**src/rtl/nixie_pkg.sv**
```systemverilog
// Shared constants for the nixie scan driver: hex segment table and polarity-free
// logical segment levels ({g,f,e,d,c,b,a}, 1 = lit).
package nixie_pkg;

  localparam logic [6:0] SEG_OFF = 7'b0000000;
  localparam logic [6:0] SEG_ON  = 7'b1111111;

  localparam logic [6:0] SEG_TABLE [16] = '{
    7'b0111111, 7'b0000110, 7'b1011011, 7'b1001111,
    7'b1100110, 7'b1101101, 7'b1111101, 7'b0000111,
    7'b1111111, 7'b1101111, 7'b1110111, 7'b1111100,
    7'b0111001, 7'b1011110, 7'b1111001, 7'b1110001
  };

  function automatic int idx_width(input int digits);
    return (digits > 1) ? $clog2(digits) : 1;
  endfunction

endpackage

```
**src/rtl/nixie_hex_decode.sv**
```systemverilog
// Combinational 4-to-7 hex decoder driven from the shared segment table.
import nixie_pkg::*;

module nixie_hex_decode (
  input  logic [3:0] nibble,
  output logic [6:0] seg
);

  assign seg = SEG_TABLE[nibble];

endmodule

```
**src/rtl/nixie_scan_driver.sv**
```systemverilog
// Multiplexed hex display driver with prescaled digit scan and frame-aligned double buffer.
// Optional build macro NIXIE_LZ_BLANK_EN enables leading-zero blanking.
import nixie_pkg::*;

module nixie_scan_driver #(
  parameter int DIGITS         = 8,
  parameter int SCAN_DIV       = 1000,
  parameter int SEG_ACTIVE_LOW = 0
) (
  input  logic                  clk,
  input  logic                  rst_n,
  input  logic                  en,
  input  logic                  load,
  input  logic [4*DIGITS-1:0]   data,
  input  logic [DIGITS-1:0]     dp,
  output logic [6:0]            seg,
  output logic                  seg_dp,
  output logic [DIGITS-1:0]     an,
  output logic                  frame_done
);

  localparam int IW = idx_width(DIGITS);
  localparam int PW = (SCAN_DIV > 1) ? $clog2(SCAN_DIV) : 1;
  localparam logic [PW-1:0] PCNT_MAX = PW'(SCAN_DIV - 1);
  localparam logic [IW-1:0] IDX_MAX  = IW'(DIGITS - 1);
  localparam logic          POL      = (SEG_ACTIVE_LOW != 0);

  logic [PW-1:0]         pcnt, pcnt_next;
  logic [IW-1:0]         idx, idx_next;
  logic                  tick, wrap;
  logic [4*DIGITS-1:0]   pend_data, pend_data_next, disp_data, disp_data_next;
  logic [DIGITS-1:0]     pend_dp, pend_dp_next, disp_dp, disp_dp_next;
  logic                  pend_v, pend_v_next;
  logic [DIGITS-1:0]     an_next;
  logic [3:0]            nibble;
  logic [6:0]            dec_seg;
  logic                  lz_blank;

  always_comb begin
    tick      = en && (pcnt == PCNT_MAX);
    wrap      = tick && (idx == IDX_MAX);
    pcnt_next = pcnt;
    idx_next  = idx;
    if (en) pcnt_next = tick ? '0 : pcnt + 1'b1;
    if (tick) idx_next = (idx == IDX_MAX) ? '0 : idx + 1'b1;
  end

  // A load landing on the wrap edge goes straight to the display, bypassing pending.
  always_comb begin
    pend_data_next = pend_data;
    pend_dp_next   = pend_dp;
    pend_v_next    = pend_v;
    disp_data_next = disp_data;
    disp_dp_next   = disp_dp;
    if (wrap && load) begin
      disp_data_next = data;
      disp_dp_next   = dp;
      pend_v_next    = 1'b0;
    end else if (wrap && pend_v) begin
      disp_data_next = pend_data;
      disp_dp_next   = pend_dp;
      pend_v_next    = 1'b0;
    end else if (load) begin
      pend_data_next = data;
      pend_dp_next   = dp;
      pend_v_next    = 1'b1;
    end
  end

  always_comb begin
    an_next           = '0;
    an_next[idx_next] = 1'b1;
    nibble            = disp_data_next[{idx_next, 2'b00} +: 4];
  end

  nixie_hex_decode u_dec (
    .nibble (nibble),
    .seg    (dec_seg)
  );

`ifdef NIXIE_LZ_BLANK_EN
  // Blank a non-zero position only when it and every more significant nibble are zero.
  always_comb begin
    lz_blank = 1'b0;
    if (idx_next != '0) begin
      lz_blank = 1'b1;
      for (int j = 0; j < DIGITS; j++) begin
        if ((IW'(j) >= idx_next) && (disp_data_next[4*j +: 4] != 4'h0)) lz_blank = 1'b0;
      end
    end
  end
`else
  assign lz_blank = 1'b0;
`endif

  always_ff @(posedge clk) begin
    if (!rst_n) begin
      pcnt       <= '0;
      idx        <= '0;
      pend_data  <= '0;
      pend_dp    <= '0;
      pend_v     <= 1'b0;
      disp_data  <= '0;
      disp_dp    <= '0;
      frame_done <= 1'b0;
      an         <= {DIGITS{POL}};
      seg        <= SEG_OFF ^ {7{POL}};
      seg_dp     <= POL;
    end else begin
      pcnt       <= pcnt_next;
      idx        <= idx_next;
      pend_data  <= pend_data_next;
      pend_dp    <= pend_dp_next;
      pend_v     <= pend_v_next;
      disp_data  <= disp_data_next;
      disp_dp    <= disp_dp_next;
      frame_done <= wrap;
      if (en) begin
        an     <= an_next ^ {DIGITS{POL}};
        seg    <= (lz_blank ? SEG_OFF : dec_seg) ^ {7{POL}};
        seg_dp <= disp_dp_next[idx_next] ^ POL;
      end else begin
        an     <= {DIGITS{POL}};
        seg    <= SEG_OFF ^ {7{POL}};
        seg_dp <= POL;
      end
    end
  end

endmodule
```
**config.mk**
```make
export PLATFORM = sky130hd
export DESIGN_NAME = nixie_scan_driver
export DESIGN_NICKNAME = d
export VERILOG_FILES = /design/src/rtl/nixie_pkg.sv /design/src/rtl/nixie_hex_decode.sv /design/src/rtl/nixie_scan_driver.sv
export SDC_FILE = /design/constraint.sdc
export NUM_CORES = 1
export LEC_CHECK = 0
export CAP_MARGIN = 20
export CORE_MARGIN = 4
export CORE_UTILIZATION = 50
export DETAILED_ROUTE_END_ITERATION = 8
export HOLD_SLACK_MARGIN = 0.1
export PLACE_DENSITY_LB_ADDON = 0.12
export SYNTH_ARGS = -nofsm -noshare
export SYNTH_HDL_FRONTEND = slang
export SYNTH_SLANG_ARGS = --single-unit
```
**constraint.sdc**
```tcl
create_clock -name clk -period 3.2 [get_ports clk]
set_input_delay 0.64 -clock clk [delete_from_list [all_inputs] [get_ports clk]]
set_output_delay 0.64 -clock clk [all_outputs]
set_load 0.01 [all_outputs]
```
# Word-level counts from Yosys, hierarchy flattened

Memories as Yosys holds them, arrays and structs flattened. A register that Yosys moved wholly into a read port is not among the register bits.
Cells that the tools add are included.

Bits in registers: 104
Bits in read-only memories: 112
Output and inout port bits: 17
Logic and storage cells: 42
Memories kept: 1

$add $sub $neg: 2
$lt $le $gt $ge: 2
Equality and inequality tests: 2
Shift-type cells: 1
Multiplexer cells: 11
Bitwise gates (word level): 4
Reduce and logical (&&, ||, !) cells: 9

Memories:

| memory           | words | bits a word | rd ports | clocked after memory_dff | write ports | line                  | text |
|---|---|---|---|---|---|---|---|
| (name not given) | 16    | 7           | 1        | 1                        | 0           | nixie_hex_decode.sv:9 | `assign seg = SEG_TABLE[nibble];` |

Operator list:

| kind                    | number |
|---|---|
| $mux W32                | 2 |
| $shiftx A32 B6 Y4       | 1 |
| $mux W8                 | 2 |
| $add A10 B1 Y10 const B | 1 |
| $eq A10 B10 Y1 const B  | 1 |
| $mux W10                | 1 |
| $mux W3                 | 2 |
| $logic_and A1 B1 Y1     | 5 |
| $not A4 Y5              | 1 |
| $lt A3 B4 Y1 const B    | 1 |
| $add A3 B1 Y3 const B   | 1 |
| $bmux W1 S3             | 1 |
| $demux W1 S3            | 1 |
| $eq A3 B3 Y1 const B    | 1 |
| $ge A3 B1 Y1 const B    | 1 |
| $not A1 Y1              | 3 |
| $reduce_and A3 Y1       | 1 |
| $reduce_or A3 Y1        | 1 |
| $mux W1                 | 2 |
| $reduce_and A2 Y1       | 1 |
| $logic_not A1 Y1        | 1 |

# Logic depth before layout (Yosys ltp)

Gate-level depths: netlist (run 1).

Word-level depth: 8
Mapped depth: 16

# Hierarchy

A second synthesis (run 1) with hierarchy kept.

Cells, all modules: 589
Area total of the unflattened synthesis: 5246.3 um^2

By module, submodules not included:

| module            | instances | cells each | area an instance (um^2) |
|---|---|---|---|
| nixie_scan_driver | 1         | 556        | 4958.5 |
| nixie_hex_decode  | 1         | 33         | 287.8 |

# Worst setup path after synthesis (run 1)

Ideal clock, no wire load.

Path type: reg2reg
From: reg idx[1]
To: reg seg[0]
Library setup time: 0.106 ns
Arrival: 3.254 ns
Path slack: -0.160 ns
Stages on the path, launching flop included: 17
Path buffers: 2
Path through: dfxtp_1 > ha_1 > ha_1 > clkbuf_1 > inv_1 > nor4_1 > buf_2 > nand2_1 > mux2i_1 > nor2_1 > o21ai_0 > o2111a_1 > inv_1 > ha_1 > nor4_1 > a21oi_1 > o311ai_0

Longest elaborated chain between the ends: 7
Elaborated cells on any way between the ends: 11
Those cells by class: 1 x add/sub; 1 x eq/ne; 1 x shift; 4 x mux; 1 x bitwise; 3 x reduce/logical

RTL lines:

| what                                                  | line                     | text |
|---|---|---|
| start, declared                                       | nixie_scan_driver.sv:29  | `logic [IW-1:0] idx, idx_next;` |
| start signal, assigned                                | nixie_scan_driver.sv:111 | `idx <= idx_next;` |
| branches (longest 5 deep; another with $add A3 B1 Y3) | -                        |  |
| $shiftx A32 B6 Y4 (*)                                 | nixie_scan_driver.sv:73  | `nibble = disp_data_next[{idx_next, 2'b00} +: 4];` |
| $not A4 Y5 (implied by the code) (*)                  | nixie_hex_decode.sv:9    |  |
| end, declared                                         | nixie_scan_driver.sv:16  | `output logic [6:0] seg,` |

Every way passes the cells marked *.
A chain may end at the register's enable or synchronous reset.

# Worst setup path after layout (run 1)

From: in load
To: reg seg[3]

Longest elaborated chain between the ends: 4

RTL lines:

| what                             | line                    | text |
|---|---|---|
| start, declared                  | nixie_scan_driver.sv:13 | `input logic load,` |
| $logic_and A1 B1 Y1              | nixie_scan_driver.sv:55 | `if (wrap && load) begin` |
| $mux W32                         | nixie_scan_driver.sv:55 |  |
| $shiftx A32 B6 Y4                | nixie_scan_driver.sv:73 |  |
| $not A4 Y5 (implied by the code) | nixie_hex_decode.sv:9   |  |

Every way passes these cells.

==> impl_results.md, run 1 <==
- Status: completed
- Critical path's largest stage delay: about 0.52 ns
- Drt pass-1 iters: 5
- CTS sink count: 111
- Cell variety after synth: 58
- Initial antenna violation count: 0
- Crit path capture type: register
- Area of the die: 12,280 um2
- Sequential area share after synthesis: 42.06%
- Vias per inst: 5.637
- Main area contributors after synthesis: dfxtp_1, nand2_1, a21oi_1
- Final worst-path cycle share: between 90% and 100%
- DR WL/cell: 15.81 um
- Starting Density: 51.18%
- Worst path slowest cell: clkdlybuf4s50_1
- Period minus WS final: 3.085 ns
- DRT Wirelength: 14,450 um
- TritonCTS clock tree: built
- Cell with the most instances after synthesis: nand2_1
- Netlist Area Pre-Place: approximately 5300 um2
- Max Root-Sink Buffers: 2
- Critical path type: input pin to register
- Ys async rst share: 0%
- Synth top cells by count: nand2_1, dfxtp_1, a21oi_1, nor2_1, clkbuf_1
- Grt total ovfl: 0
- CTS Hold Bufs: 0
- Num CTS Buffers: 9
- Clock-pin slew on the worst setup and hold paths: 0.10 ns
- Ys flop type: dfxtp_1
- First-pass GRT wire length: 24,060 um
- Clk_lat worst skew: 0.39 ns
- Fin Setup TNS: 0 ns
- Max Slew Vio Count: 0
- Routed Antenna Nets: 0
- Synth warn: 0
- Measured slew at the worst slew-check pin: 0.5153 ns
- Power per cell area: 366.2 nW/um2
- Cell row count: 37
- Synth area leader: dfxtp_1
- Hold Fails Final Rpt: 0
- Max transition margin: 64.96%
- Total power: between 2000 and 3000 uW
- I/O pin count: 61
- Core area: 10,320 um2
- Synth-to-Final Area Change: 30.33%
- Clock Skews: 0.01244 ns
- Synthesized area per cell: 7.994 um2
- Layout Nets: 827
- Chip height: 110.8 um
- Share of layout cells above drive strength 1: 19.02%
- DR vias: 5,152
- Die Width: roughly 110 um
- 1st-iter DRT viols: 264
- Min-Delay Path Class: register to register
- Peak supply drop: 0.0003768 V
- Final GP Congestion: slightly above 0.9
- Highest clock frequency the design can meet: 0.3242 GHz
- Flop and latch count out of synthesis: roughly 110
- MaxCap Viol Count: 0
- Maximum number of pins on one net before global-route repair: 39
- CP Cell Sequence: clkdlybuf4s50_1, nand2_1, or4_4, buf_4, o22ai_1, nor2_1, a22oi_1, o2111a_2, inv_1, buf_4, ha_1, mux2i_1, mux2i_1, nor2_1
- Startpoint types: input pin
- LEAKAGE: 0.002719 uW
- Final HPWL DP: 10,470 um
- Post-Synthesis Cells: 661
- Number of port buffers: 60
- GRT Total Usage: between 20% and 30%
- Root Buffer: clkbuf_8
- DRC Markers: 0
- EDFF count, synth: 0
- Crit-path max FO: 17
- Post-synth top area share: a little over two fifths
- Final setup fails: 0
- H-tree Lvls: 3
- WP data required: 3.53 ns
- Post-layout util: 66.71%
- Number of global-route vias before repair: 4,978
- Worst Path Arrival: 3.41 ns
- Syn_nets: approximately 720
- Ant diodes: 0
[area by class of cell]
type	count	area, um2
Fill cell	905	3437
Multi-Input combinational cell	490	2940
Sequential cell	111	2225
Timing Repair Buffer	150	1304
Tap cell	136	170.2
Clock buffer	10	137.6
Clock inverter	6	68.82
Inverter	11	41.29
[per-stage QoR]
step	instances	instance area, um2	hold slack, ns	setup slack [ns]
floorplan	661	5310	0.4338	0.04434
global placement	894	6549	0.4410	-0.4547
detailed placement	894	6549	0.4516	-0.5679
CTS	912	6818	0.4650	0.008626
global route	914	6887	0.4862	-0.01604
finish	914	6887	0.4585	0.1154
[state kept, by name, summed over array words and instances (netlist names)]
signal,count
disp_data,32
pend_data,32
pcnt,10
an,8
disp_dp,8
pend_dp,8
seg,7
idx,3
frame_done,1
pend_v,1
seg_dp,1
[worst paths after layout]
check | start | to | slack [ns] | cells after the start
worst max register to register | idx[1]$_SDFF_PN0_ | seg[3]$_SDFF_PN0_ | 0.16 | 15
worst min register to register | pend_data[29]$_SDFFE_PN0P_ | pend_data[29]$_SDFFE_PN0P_ | 0.46 | 2
worst min-delay path | pend_data[29]$_SDFFE_PN0P_ | pend_data[29]$_SDFFE_PN0P_ | 0.46 | 2
worst max-delay path | load | seg[3]$_SDFF_PN0_ | 0.12 | 14
[kinds of logic after synthesis]
group | synth area share (%)
mux | 6.299
flops | 42.06
buf+inv | 4.665
simple gates | 21.55
fa+ha+maj | 2.368
xor+xnor | 1.160
compound gates | 21.90
[worst max-delay path, delay by kind of cell]
kind                       cells  cell delay, ns
and+or+nand+nor                4            0.72
AOI/OAI and AO/OA              3            0.65
adders and majority gates      1            0.21
muxes                          2            0.23
buffers and inverters          4            0.96
[where the power goes]
group          internal [uW]  leakage, uW  switching [uW]
Sequential              1420     0.000905            22.1
Clock                    387     0.000103             479
Combinational            104      0.00171             113
[layer usage]
metal / part of all wire (%) / track usage [%] / vias to the layer above
met5: 0 / 0 / -
met3: 5.7 / 5.404 / 27
li1: - / - / 2554
met2: 49 / 39.16 / 146
met1: 43 / 30.22 / 2425
met4: 2.3 / 8.210 / 0
[cells in the final DEF, fill, tap and decap left out, drive strengths merged, types with 3 or more instances in the layout]
cell           instances
o211a                  4
buf                   90
and3                   6
inv                   12
mux2i                 22
o2bb2ai                8
o22a                   4
a22oi                  5
nand4                  5
o21ai                 28
nand2b                 6
clkinv                 3
nor2                  66
and2                   3
nor2b                  3
clkbuf                10
ha                    10
xor2                   4
o211ai                12
nand2                128
a21oi                 79
a41oi                  3
clkdlybuf4s50         59
mux2                  10
nor4                   4
a32oi                  5
a211oi                10
nand3                 12
xnor2                  3
dfxtp                111
o22ai                  6
a31oi                  7
nor3                  16
[what timing repair did]
item	CTS	global route
buffers inserted	2	2
setup endpoints to repair	7	6
resized for setup	13	16
pin swaps	3	2
cloned	0	0
Power figures use the tool's default switching activity.
==> run 2: changes to the inputs <==
Clock period 3.2 ns to 3.4 ns, I/O delays scaled along.
==> impl_results.md, run 2 (same netlist as run 1, synthesis figures left out) <==
- Clock-pin slew on the worst setup and hold paths: 0.10 ns (about the same)
- CTS sink count: 111 (unchanged)
- TritonCTS clock tree: built
- Final setup fails: 0 (unchanged)
- Number of port buffers: 60 (unchanged)
- CTS Hold Bufs: 0 (unchanged)
- Die Width: 110.8 um (unchanged)
- RSZ-0062 raised after global routing: no
- Chip height: 110.8 um (unchanged)
- I/O pin count: 61 (unchanged)
- Most frequent cells in the layout: nand2_1, dfxtp_1, buf_4
- Crit-path max FO: 11 (-6)
- Area of the die: 12,280 um2 (unchanged)
- Post-layout util: 66.49% (-0.22 points)
- Ant diodes: 0 (unchanged)
- Core area: 10,320 um2 (unchanged)
- Critical path type: register to register
- Cell row count: 37 (unchanged)
- Largest registers: disp_data (32), pend_data (32), pcnt (10)
- DR vias: 5,271 (+2.3%)
- Layout Nets: 830 (+0.36%)
- MaxCap Viol Count: 0 (unchanged)
- Root Buffer: clkbuf_8
- Number of global-route vias before repair: 5,110 (+2.7%)
- Synth-to-Final Area Change: 29.91%
- CP most frequent cell: a21oi_1
- R2r endpoint: seg[0]$_SDFF_PN0_
- Hold EP: pend_dp[7]$_SDFFE_PN0P_
- Internal power: 1706 uW (-11%)
- Maximum number of pins on one net before global-route repair: 46 (+18%)
- Most common cell after layout, fill and taps aside: nand2_1
- CP Cell Sequence: ha_4, nand4_4, or4_4, buf_6, mux2i_2, a21oi_1, o21ai_0, o2111a_2, buf_4, ha_2, nor2_1, a21oi_1, o311ai_0
- Buf/Inv on CP: 2 (-2)
- Status: completed
- Starting Density: 51.18% (unchanged)
- Peak supply drop: 0.0003445 V (-8.6%)
- Worst path slowest cell: or4_4
- DRC Markers: 0 (unchanged)
- Routed Antenna Nets: 0 (unchanged)
- Highest clock frequency the design can meet: 0.3124 GHz
- Share of layout cells above drive strength 1: 18.44% (-0.59 points)
- Final GP Congestion: 0.9634 (+6.4%)
- Switching share of power: 25.91% (+1.5 points)
- WP data required: 3.64 ns (+0.11 ns)
- Period minus WS final: around 3.2 ns
- 1st-iter DRT viols: 378 (+43%)
- Flop pwr share: 58.8% (+1.8 points)
- Post-Place Setup Slack: -0.6190 ns (-0.05113 ns)
- First-pass GRT wire length: 24,980 um (+3.8%)
- Startpoint types: register
- Power per cell area: 335.4 nW/um2 (-8.4%)
- GRT Total Usage: 24.54% (+0.92 points)
- Part of the power in combinational logic: 8.8% (+0.2 points)
- Drt pass-1 iters: 5 (unchanged)
- Final HPWL DP: 10,870 um (+3.8%)
- Grt total ovfl: 0 (unchanged)
- Hold Crit Start: pend_dp[7]$_SDFFE_PN0P_
- Crit Reg-Reg Startpoint: pcnt[1]$_SDFFE_PN0P_
- Crit path capture type: register
- Reg2Reg Depth: 13 (-2)
- Worst Path Arrival: 3.44 ns (+0.03 ns)
- Critical path's largest stage delay: 0.58 ns (+0.06 ns)
- Net Sw Power: 596.4 uW (-2.9%)
- R2r setup slk: 0.20 ns (+0.04 ns)
- Max Slew Vio Count: 0 (unchanged)
- Hold path depth: 2 (unchanged)
- Final WS setup: 0.1992 ns (+0.08384 ns)
- DRT Wirelength: 15,110 um (+4.6%)
- Min-Delay Path Class: register to register
- Measured slew at the worst slew-check pin: 0.6552 ns (+0.1398 ns)
- Max transition margin: 55.07% (-9.9 points)
- Clk_lat worst skew: 0.39 ns (about the same)
- Max Root-Sink Buffers: 2 (unchanged)
- Clock Skews: 0.01438 ns (+0.001944 ns)
- Family with the most delay on the worst path: compound AO/OA/AOI/OAI gates
- LEAKAGE: 0.002739 uW (+0.74%)
- Num CTS Buffers: 9 (unchanged)
- H-tree Lvls: 3 (unchanged)
- DR WL/cell: 16.48 um (+4.2%)
- Clock power frac: 32.4% (-2.0 points)
- Hold Fails Final Rpt: 0 (unchanged)
- Initial antenna violation count: 0 (unchanged)
- Final worst-path cycle share: 94.14%
- Vias per inst: 5.748 (+2.0%)
run 2: power groups by stage:
stage / Clock (uW) / Sequential [uW] / Combinational (uW)
6_report: 745 / 1350 / 204
5_1_grt: 808 / 1360 / 222
4_1_cts: 762 / 1350 / 202
3_5_place_dp: 0 / 1380 / 201
3_3_place_gp: 0 / 1380 / 195
2_1_floorplan: 0 / 1380 / 91.3
run 2: worst max path at each step:
stage	endpoint	startpoint	cells after the start	slack, ns
2_1_floorplan	seg[0]$_SDFF_PN0_	en	14	0.02
3_3_place_gp	seg[0]$_SDFF_PN0_	en	12	-0.41
3_5_place_dp	seg[0]$_SDFF_PN0_	en	13	-0.62
4_1_cts	seg[0]$_SDFF_PN0_	idx[1]$_SDFF_PN0_	14	0.05
5_1_grt	seg[0]$_SDFF_PN0_	pcnt[1]$_SDFFE_PN0P_	14	0.01
6_report	seg[0]$_SDFF_PN0_	pcnt[1]$_SDFFE_PN0P_	13	0.20
run 2: worst reg2reg max path: stages (launching register included):
cell      delay, ns
dfxtp_1        0.42
ha_4           0.19
nand4_4        0.15
or4_4          0.58
buf_6          0.19
mux2i_2        0.22
a21oi_1        0.10
o21ai_0        0.16
o2111a_2       0.27
buf_4          0.15
ha_2           0.21
nor2_1         0.08
a21oi_1        0.21
o311ai_0       0.15
run 2: stage by stage:
stage / setup TNS (ns) / hold slack (ns) / instances / area [um2] / total power [uW]
2_1_floorplan: 0 / 0.4338 / 661 / 5284 / 1470
3_3_place_gp: -2.509 / 0.4419 / 898 / 6563 / 1577
3_5_place_dp: -3.505 / 0.4478 / 898 / 6563 / 1583
4_1_cts: 0 / 0.4626 / 916 / 6797 / 2317
5_1_grt: 0 / 0.4886 / 917 / 6864 / 2389
6_report: 0 / 0.4630 / 917 / 6864 / 2302
run 2: cell type report:
type | count | area (um2)
Clock inverter | 5 | 41.29
Tap cell | 136 | 170.2
Sequential cell | 111 | 2227
Timing Repair Buffer | 153 | 1333
Fill cell | 864 | 3460
Inverter | 11 | 41.29
Multi-Input combinational cell | 490 | 2920
Clock buffer | 11 | 131.4
run 2: timing repair:
item	CTS	global route
endpoints found under the setup margin	6	5
resized for setup	15	13
buffers inserted	2	1
pin swaps	3	4
run 2: per-layer routing:
metal  GRT usage (%)  vias to the layer above  part of all wire (%)
met4           7.635                        0                   1.7
met3           5.076                       21                   5.6
met5               0                        -                     0
met1           32.27                     2533                    45
met2           40.45                      159                    48
li1                -                     2558                     -
